## src/rtl/kmeans_regfile.sv

```systemverilog
// Host register file and run sequencer for the k-means core: centroid storage,
// point-RAM window/loader, go pulse generation and sticky completion interrupt.
module kmeans_regfile #(
  parameter int unsigned REG_W    = 4,
  parameter int unsigned DATA_W   = 91,
  parameter int unsigned ADDR_W   = 9,
  parameter int unsigned CENT_NUM = 8
) (
  input  logic              clk,
  input  logic              rst_n,
  input  logic [REG_W-1:0]  host_addr,
  input  logic              host_wr_en,
  input  logic              host_rd_en,
  input  logic [DATA_W-1:0] host_wdata,
  output logic [DATA_W-1:0] host_rdata,
  output logic              host_rvalid,
  input  logic [REG_W-1:0]  ctl_reg_num,
  input  logic              ctl_reg_write,
  input  logic [DATA_W-1:0] ctl_wdata,
  output logic [DATA_W-1:0] ctl_rdata,
  input  logic              ctl_interrupt,
  output logic              go,
  output logic [ADDR_W-1:0] first_ram_addr,
  output logic [ADDR_W-1:0] last_ram_addr,
  output logic [ADDR_W-1:0] ram_wr_addr,
  output logic [DATA_W-1:0] ram_wr_data,
  output logic              ram_wr_strobe,
  output logic              irq,
  output logic              busy
);

  localparam int unsigned NREGS = 2 ** REG_W;

  localparam logic [REG_W-1:0] R_STATUS   = REG_W'(0);
  localparam logic [REG_W-1:0] R_GO       = REG_W'(1);
  localparam logic [REG_W-1:0] R_CENT0    = REG_W'(2);
  localparam logic [REG_W-1:0] R_CENT_END = REG_W'(CENT_NUM + 2);
  localparam logic [REG_W-1:0] R_RAM_ADDR = REG_W'(10);
  localparam logic [REG_W-1:0] R_RAM_DATA = REG_W'(11);
  localparam logic [REG_W-1:0] R_FIRST    = REG_W'(12);
  localparam logic [REG_W-1:0] R_LAST     = REG_W'(13);

  typedef enum logic [1:0] {IDLE, START, RUN, DONE} state_t;

  state_t            state;
  logic [DATA_W-1:0] cent [CENT_NUM];
  logic [ADDR_W-1:0] ram_addr;
  logic              err;
  logic              done;

  logic [DATA_W-1:0] view [NREGS];
  logic              host_cent;
  logic              collide;
  logic              locked_reg;

  // Read view of every register slot; unmapped slots and GO read as zero.
  always_comb begin
    for (int i = 0; i < int'(NREGS); i++) view[i] = '0;
    view[R_STATUS] = DATA_W'({err, done, busy});
    for (int k = 0; k < int'(CENT_NUM); k++) view[REG_W'(k + 2)] = cent[k];
    view[R_RAM_ADDR] = DATA_W'(ram_addr);
    view[R_RAM_DATA] = ram_wr_data;
    view[R_FIRST]    = DATA_W'(first_ram_addr);
    view[R_LAST]     = DATA_W'(last_ram_addr);
  end

  assign ctl_rdata = view[ctl_reg_num];

  // A controller write to the same centroid silently overrides the host write.
  assign host_cent  = (host_addr >= R_CENT0) && (host_addr < R_CENT_END);
  assign collide    = host_wr_en && ctl_reg_write && host_cent && (ctl_reg_num == host_addr);
  assign locked_reg = (host_addr >= R_GO) && (host_addr <= R_LAST);

  always_ff @(posedge clk) begin
    if (!rst_n) begin
      state <= IDLE;
      for (int k = 0; k < int'(CENT_NUM); k++) cent[k] <= '0;
      ram_addr       <= '0;
      err            <= 1'b0;
      done           <= 1'b0;
      first_ram_addr <= '0;
      last_ram_addr  <= '0;
      ram_wr_addr    <= '0;
      ram_wr_data    <= '0;
      ram_wr_strobe  <= 1'b0;
      go             <= 1'b0;
      busy           <= 1'b0;
      irq            <= 1'b0;
      host_rdata     <= '0;
      host_rvalid    <= 1'b0;
    end else begin
      go            <= 1'b0;
      ram_wr_strobe <= 1'b0;
      host_rvalid   <= host_rd_en;
      if (host_rd_en) host_rdata <= view[host_addr];

      case (state)
        IDLE, DONE: begin
          if (host_wr_en && host_addr == R_GO && host_wdata[0]) begin
            if (first_ram_addr <= last_ram_addr) begin
              state <= START;
              go    <= 1'b1;
              busy  <= 1'b1;
              err   <= 1'b0;
              done  <= 1'b0;
              irq   <= 1'b0;
            end else begin
              err <= 1'b1;
            end
          end else if (host_wr_en && host_addr == R_STATUS && host_wdata[1]) begin
            state <= IDLE;
            done  <= 1'b0;
            irq   <= 1'b0;
          end
        end
        START: state <= RUN;
        RUN: begin
          if (ctl_interrupt) begin
            state <= DONE;
            busy  <= 1'b0;
            done  <= 1'b1;
            irq   <= 1'b1;
          end
        end
        default: state <= IDLE;
      endcase

      // Host data writes; while a run is active they are refused and flagged.
      if (host_wr_en && !collide) begin
        if (busy) begin
          if (locked_reg) err <= 1'b1;
        end else begin
          for (int k = 0; k < int'(CENT_NUM); k++)
            if (host_addr == REG_W'(k + 2)) cent[k] <= host_wdata;
          case (host_addr)
            R_RAM_ADDR: ram_addr <= host_wdata[ADDR_W-1:0];
            R_RAM_DATA: begin
              ram_wr_data   <= host_wdata;
              ram_wr_addr   <= ram_addr;
              ram_wr_strobe <= 1'b1;
              ram_addr      <= ram_addr + ADDR_W'(1);
            end
            R_FIRST: first_ram_addr <= host_wdata[ADDR_W-1:0];
            R_LAST:  last_ram_addr  <= host_wdata[ADDR_W-1:0];
            default: ;
          endcase
        end
      end

      for (int k = 0; k < int'(CENT_NUM); k++)
        if (ctl_reg_write && ctl_reg_num == REG_W'(k + 2)) cent[k] <= ctl_wdata;
    end
  end

endmodule

```

## config.mk

```make
export PLATFORM = sky130hd
export DESIGN_NAME = kmeans_regfile
export DESIGN_NICKNAME = d
export VERILOG_FILES = /design/src/rtl/kmeans_regfile.sv
export SDC_FILE = /design/constraint.sdc
export NUM_CORES = 2
export LEC_CHECK = 0
export BUFFER_PORTS_ARGS = -buffer_cell sky130_fd_sc_hd__buf_2
export CORE_AREA = 2 2 349 351
export CTS_CLUSTER_DIAMETER = 150
export CTS_CLUSTER_SIZE = 25
export DETAILED_ROUTE_END_ITERATION = 10
export DIE_AREA = 0 0 351 353
export MAX_ROUTING_LAYER = met4
export SLEW_MARGIN = 20
export SYNTH_ARGS = -nofsm -noshare
export SYNTH_HDL_FRONTEND = slang
export SYNTH_SLANG_ARGS = --single-unit
```

## constraint.sdc

```tcl
create_clock -name clk -period 10.75 [get_ports clk]
set_input_delay 2.6875 -clock clk [delete_from_list [all_inputs] [get_ports clk]]
set_output_delay 2.6875 -clock clk [all_outputs]
set_load 0.05 [all_outputs]
```

Word level (Yosys, flattened, before mapping):

Memories as Yosys holds them, arrays and structs flattened.
Cells that the tools add are included.

* register bits after elaboration: 226
* memory bits (writable): 728
* input bits: 196
* logic and storage cells: 216
* memories: 1

* $add $sub $neg: 1
* $lt $le $gt $ge: 7
* equality and inequality tests: 30
* multiplexer cells: 110
* bitwise logic cells: 21
* reductions and logical operators: 33

Memory list
* cent: depth 8, width 91, rd ports 6, clocked after memory_dff 0, write ports 8, line 46 `logic [DATA_W-1:0] cent [CENT_NUM];`

Operator list (count)
* $mux 91: 20
* $bmux 91 s4: 2
* $mux 1: 80
* $eq 4x3->1 const B: 8
* $eq 4x4->1 const B: 8
* $logic_and 1x1->1: 18
* $pmux 9 s2: 1
* $reduce_and 3->1: 6
* $eq 4x2->1 const B: 4
* $or 1x1->1: 16
* $ge 5x5->1 const B: 2
* $not 4->5: 2
* $add 9x1->9 const B: 1
* $le 9x9->1: 1
* $mux 2: 4
* $reduce_and 4->1: 2
* $ne 2x2->1 const B: 3
* $ne 3x3->1 const B: 2
* $pmux 2 s3: 1
* $eq 2x2->1 const B: 2
* $eq 4x1->1 const B: 1
* $eq 4x4->1: 1
* $ge 4x1->1 const B: 1
* $ge 4x2->1 const B: 1
* other kinds (11): 15

Logic depth before layout (Yosys ltp):

* depth after elaboration: 11
* mapped depth: 9

Least setup slack after synthesis:

Ideal clock, no wire load.

* path kind: input-to-reg
* from: input ctl_reg_num[2]
* to: memory cent[4][0] (enable)
* setup time: 0.674 ns
* arrival: 10.327 ns
* data required time: 10.076 ns
* slack: -0.251 ns
* cell stages on the path: 6
* buffers on the path: 2
* path through: clkbuf_1 o211ai_1 a2111o_1 nand3_1 clkbuf_1 o31ai_1

RTL lines
* start: declaration: line 17 `input logic [REG_W-1:0] ctl_reg_num,`
* end: declaration: line 46

Worst setup path after layout:

* from: input ctl_reg_num[1]
* to: output ctl_rdata[37]

* cells in the longest elaborated chain, start to end: 4

RTL lines
* $not 4->5 (not written as such): line 67 `assign ctl_rdata = view[ctl_reg_num];`
* $bmux 91 s4: line 67
* $mux 91 (not written as such) (2 in series): line 67
* end: declaration: line 20 `output logic [DATA_W-1:0] ctl_rdata,`

No other way between the ends. The select of a mux whose other input is x is not followed.

==> results.md <==
Run status:
- The run finished with clean final reports.

Min path:
- The worst hold path startpoint is ram_wr_addr[5]$_SDFFE_PN0P_.
- The path class of the tightest hold or removal check is register to register.

Pwr:
- In this run, flip-flops and latches consume 55.3% of the power.
- The power per cell area is 133 mW/mm^2.
- The clock network burns 27.7% of the power.
- The design internal power is 4.37 mW.
- The reported net switching power is 1.85 mW.
- Of the total power, the share spent switching nets is 29.8%.
- The largest vdd supply drop is 0.0000911 V.
- Combinational cells account for 17.0% of the total power.
- Summed over all cells, the static leakage comes to 17.6 nW.

Synth:
- The sequential element share of the synthesized area is 50.0%.
- The combinational family with the most area after synthesis is multiplexers.
- For this run, asynchronously set or reset flops after synthesis account for 0%.
- The synthesized-area fraction occupied by ao, oa, aoi and oai cells is 18.9%.
- The simple-gate share of the synthesized area is 5.89%.
- The multiplexer area fraction after synthesis is 19.9%.
- For this run, the number of Yosys warnings is 0.
- The xor-xnor portion of the synthesized cell area is 0.0628%.
- The number of nets handed over by synthesis was 3785.
- In this run the mean area of a mapped cell was 11.7 um^2.
- Counting every instance in the synthesized netlist gives 3578.
- The synthesized netlist contains 68 unique library cells.
- The number of flops mapped to enable cells by yosys is 546.
- The netlist area before placement is 0.0419 mm^2.
- The synthesized netlist devotes 0.329% of its cell area to adder and majority cells.
- The main flop type after synthesis is sky130_fd_sc_hd__edfxtp_1.
- The synthesized flop and latch total is 772.

Worst setup path:
- For the worst setup path, the data arrival time is 5.31 ns.
- The family of cells with the greatest summed delay on the critical path is buffers and inverters.
- The cell type of the slowest stage on the worst timing path is sky130_fd_sc_hd__buf_6.
- Data on the critical path is required at its endpoint by 8.06 ns.
- The startpoint type of the worst setup path is an input pin.
- The number of buffers and inverters on the critical path is 3.
- For this run, the slowest stage of the critical path takes 0.63 ns.
- The element type at the critical path end is a primary output.
- The critical path class is input pin to primary output.
- The reg-to-reg critical path startpoint is busy$_SDFFE_PN0P_.
- Along the worst path, the maximum fanout reaches 63.
- In this run the worst setup path begins at ctl_reg_num[1].
- The critical path goes through buf_6 -> nand2b_4 -> buf_4 -> o21ai_0 -> buf_2.

Global route:
- The maximum number of pins on one net before global-route repair is 183.
- The via count of the first global-routing pass is 33343.
- Summed over all layers, the global routing overflow is 0.
- The first global-routing pass estimated 228000 um of wire.
- The number of antenna violations at the first check in global routing is 17.
- In the global route stage, overall resource usage came out at 25.1%.

Timing:
- In this run the tightest slew margin relative to its limit is 19.7%.
- The slew at the pin closest to its max-slew limit is 1.21 ns.
- Clock skew on the completed layout was measured at 0.0303 ns.
- Setup repair after global routing left no endpoint under its margin.
- The time the final worst path needs with I/O delays and setup is 7.99 ns.
- The max-slew violation count came to 0.
- Dividing the final minimum period by the clock period gives 74.4%.
- The total negative slack is 0 ns.
- The total count of hold-check failures in the final report is 0.
- The upper clock frequency limit is 125 MHz.
- Setup violations remaining at the end of the flow were counted as 0.

Clock network:
- The H-tree was split into 2 levels.
- The clock tree from TritonCTS is built.
- After clock tree synthesis, the clock-pin slew on the worst setup and hold paths is 0.10 ns.
- The number of setup buffers added after CTS is 0.
- In this run, post-CTS hold repair placed 0 buffers.
- In this run, CTS created clock tree buffers numbering 37.
- The number of clock sinks is 772.
- The longest clock path from root to sink contains 3 buffers.
- The insertion delay of the later-clocked pin in the worst-skew pair is 0.65 ns.
- The root buffer cell chosen for the clock tree is sky130_fd_sc_hd__clkbuf_16.
- The number of resized instances in the post-cts repair step is 0.

Floorplan:
- For this configuration, the core starts out at a cell density of 34.7%.
- In this run the horizontal extent of the chip is 351 um.
- In this run the count of I/O pins placed on the die edge is 501.
- The core region is 0.121 mm^2.
- From bottom edge to top edge, the die measures 353 um.
- The die covers 0.124 mm^2.
- After floorplanning, the core was divided into 128 placement rows.

Cells and area:
- After routing the design area is 0.0467 mm^2.
- From synthesis to final layout, the design area changed by 11.6%.
- Cells with a size suffix above 1 make up 23.9% of the layout.
- The multi-input combinational cells in the finished layout cover a total of 0.0190 mm^2.
- Fill cells in the final layout number 11659.
- The number of standard cells in the layout, taps in and fillers out is 5456.
- The register area is 0.0209 mm^2.
- At the end of the flow, the number of nets in the layout was 3995.

Routing:
- Summed over all layers, the routed wires come to 155000 um.
- After detailed routing, the average wire length per cell comes to 28.5 um.
- The first routing iteration left 4572 violations.
- After detailed routing, the number of remaining DRC violations is 0.
- The number of detailed-route iterations in the first pass is 10.
- The post-route antenna net violation count is 0.
- Dividing the detail-routed via count by the number of cells gives 6.23.
- The total via count after detailed routing is 33965.

Placed design:
- The number of buffers inserted by port buffering is 500.
- The number of placed instances, taps included, is 5373.
- The wire-length estimate of the detail-placed layout is 92100 um.
- The congestion estimate from routability-driven global placement came to 0.864.
- The post-detailed-placement cell area is 0.0455 mm^2.

Flow run:
- Across the run, the number of max-cap violations was 0.
==> cells in the mapped netlist (5+ instances only) <==
library cell	count	area [um^2]
sky130_fd_sc_hd__nand4_1	7	43.8
sky130_fd_sc_hd__buf_2	92	460
sky130_fd_sc_hd__nor2_1	21	78.8
sky130_fd_sc_hd__nand2_1	516	1940
sky130_fd_sc_hd__o41ai_1	6	52.6
sky130_fd_sc_hd__o21ai_0	185	926
sky130_fd_sc_hd__mux2i_1	316	3160
sky130_fd_sc_hd__a222oi_1	86	861
sky130_fd_sc_hd__a32o_1	184	1840
sky130_fd_sc_hd__a22oi_1	90	676
sky130_fd_sc_hd__o31ai_1	92	691
sky130_fd_sc_hd__ha_1	11	138
sky130_fd_sc_hd__nor3_1	8	40.0
sky130_fd_sc_hd__a31oi_1	96	601
sky130_fd_sc_hd__buf_1	27	101
sky130_fd_sc_hd__a22o_1	94	823
sky130_fd_sc_hd__clkbuf_1	275	1030
sky130_fd_sc_hd__a21oi_1	195	976
sky130_fd_sc_hd__mux2_2	83	935
sky130_fd_sc_hd__a221oi_1	12	105
sky130_fd_sc_hd__inv_1	122	458
sky130_fd_sc_hd__and2_1	5	31.3
sky130_fd_sc_hd__edfxtp_1	546	16400
sky130_fd_sc_hd__nand3_1	10	50.1
sky130_fd_sc_hd__dfxtp_1	226	4520
sky130_fd_sc_hd__o22ai_1	10	62.6
sky130_fd_sc_hd__mux4_2	188	4230
==> worst register-to-register path, stage by stage (launching register included) <==
cell                      delay [ns]
sky130_fd_sc_hd__dfxtp_1        0.54
sky130_fd_sc_hd__or4_4          0.94
sky130_fd_sc_hd__nand3_4        0.75
sky130_fd_sc_hd__buf_4          1.00
==> cells by family after synthesis <==
group | count (synthesis)
muxes | 587
buffers and inverters | 518
and+or+nand+nor | 604
adders and majority gates | 11
xor gates and xnor gates | 3
DFF | 772
AOI/OAI and AO/OA | 1083
==> path summary, 6_finish.rpt <==
kind	to	slack [ns]	cells after the start
setup / recovery	ctl_rdata[37]	2.76	5
hold / removal	ram_wr_addr[5]$_SDFFE_PN0P_	0.46	2
setup reg to reg	cent[3][33]$_SDFFCE_PN0P_	7.08	3
hold reg to reg	ram_wr_addr[5]$_SDFFE_PN0P_	0.46	2
==> final cells by class <==
class                   count  area share (%)
diodes                     17          0.0911
clock buffers              64            2.29
clock inverters             1          0.0429
inverters                 122           0.981
multi-input cells        2288            40.8
flip-flops and latches    772            44.8
well taps                1625            4.35
repair buffers            567            6.64
==> flip-flops by register name (all words and copies together) (netlist names), 2 cells and up <==
name and cells:
last_ram_addr 9, host_rdata 91, ram_wr_addr 9, state 2, first_ram_addr 9, cent 546, ram_addr 9, ram_wr_data 91
==> placed cells by master (no fill, tap or decap), drive strengths merged, types with 6 or more instances in the layout <==
cell type / count
mux2i: 316
ha: 11
a32o: 184
mux2: 83
nand3: 10
o22ai: 10
mux4: 188
clkbuf: 64
o21ai: 187
buf: 567
nor3: 8
a22oi: 90
dfxtp: 226
o31ai: 92
or4: 6
o41ai: 6
diode: 17
nor2: 21
a222oi: 86
a31oi: 96
inv: 123
and2: 6
a21oi: 195
nand4: 7
nand2: 516
a221oi: 12
edfxtp: 546
a22o: 94
==> power groups by stage <==
stage / clock network, mW / logic, mW / registers [mW]
finish: 1.72 / 1.06 / 3.44
detailed placement: 0 / 1.05 / 3.50
global placement: 0 / 1.04 / 3.50
floorplan: 0 / 0.591 / 3.57
CTS: 1.76 / 1.05 / 3.43
global route: 1.85 / 1.12 / 3.45
==> metal layers <==
| layer | GRT usage [%] | part of all wire (%) | vias up |
|---|---|---|---|
| li1 | - | - | 14550 |
| met1 | 31.9 | 39 | 17231 |
| met2 | 41.6 | 49 | 1913 |
| met3 | 3.11 | 8.4 | 271 |
| met4 | 8.15 | 3.1 | 0 |
| met5 | - | 0 | - |
==> through the flow <==
stage | util (%) | power (mW) | hold WS [ns] | setup slack (ns)
2_1_floorplan | - | 4.16 | 0.444 | 2.61
3_3_place_gp | 37.8 | 4.54 | 0.445 | 2.83
3_5_place_dp | 37.8 | 4.55 | 0.447 | 2.81
4_1_cts | 38.7 | 6.25 | 0.462 | 2.81
5_1_grt | 38.7 | 6.42 | 0.489 | 2.72
6_report | 38.7 | 6.21 | 0.462 | 2.76
(Power assumes the default switching activity.)
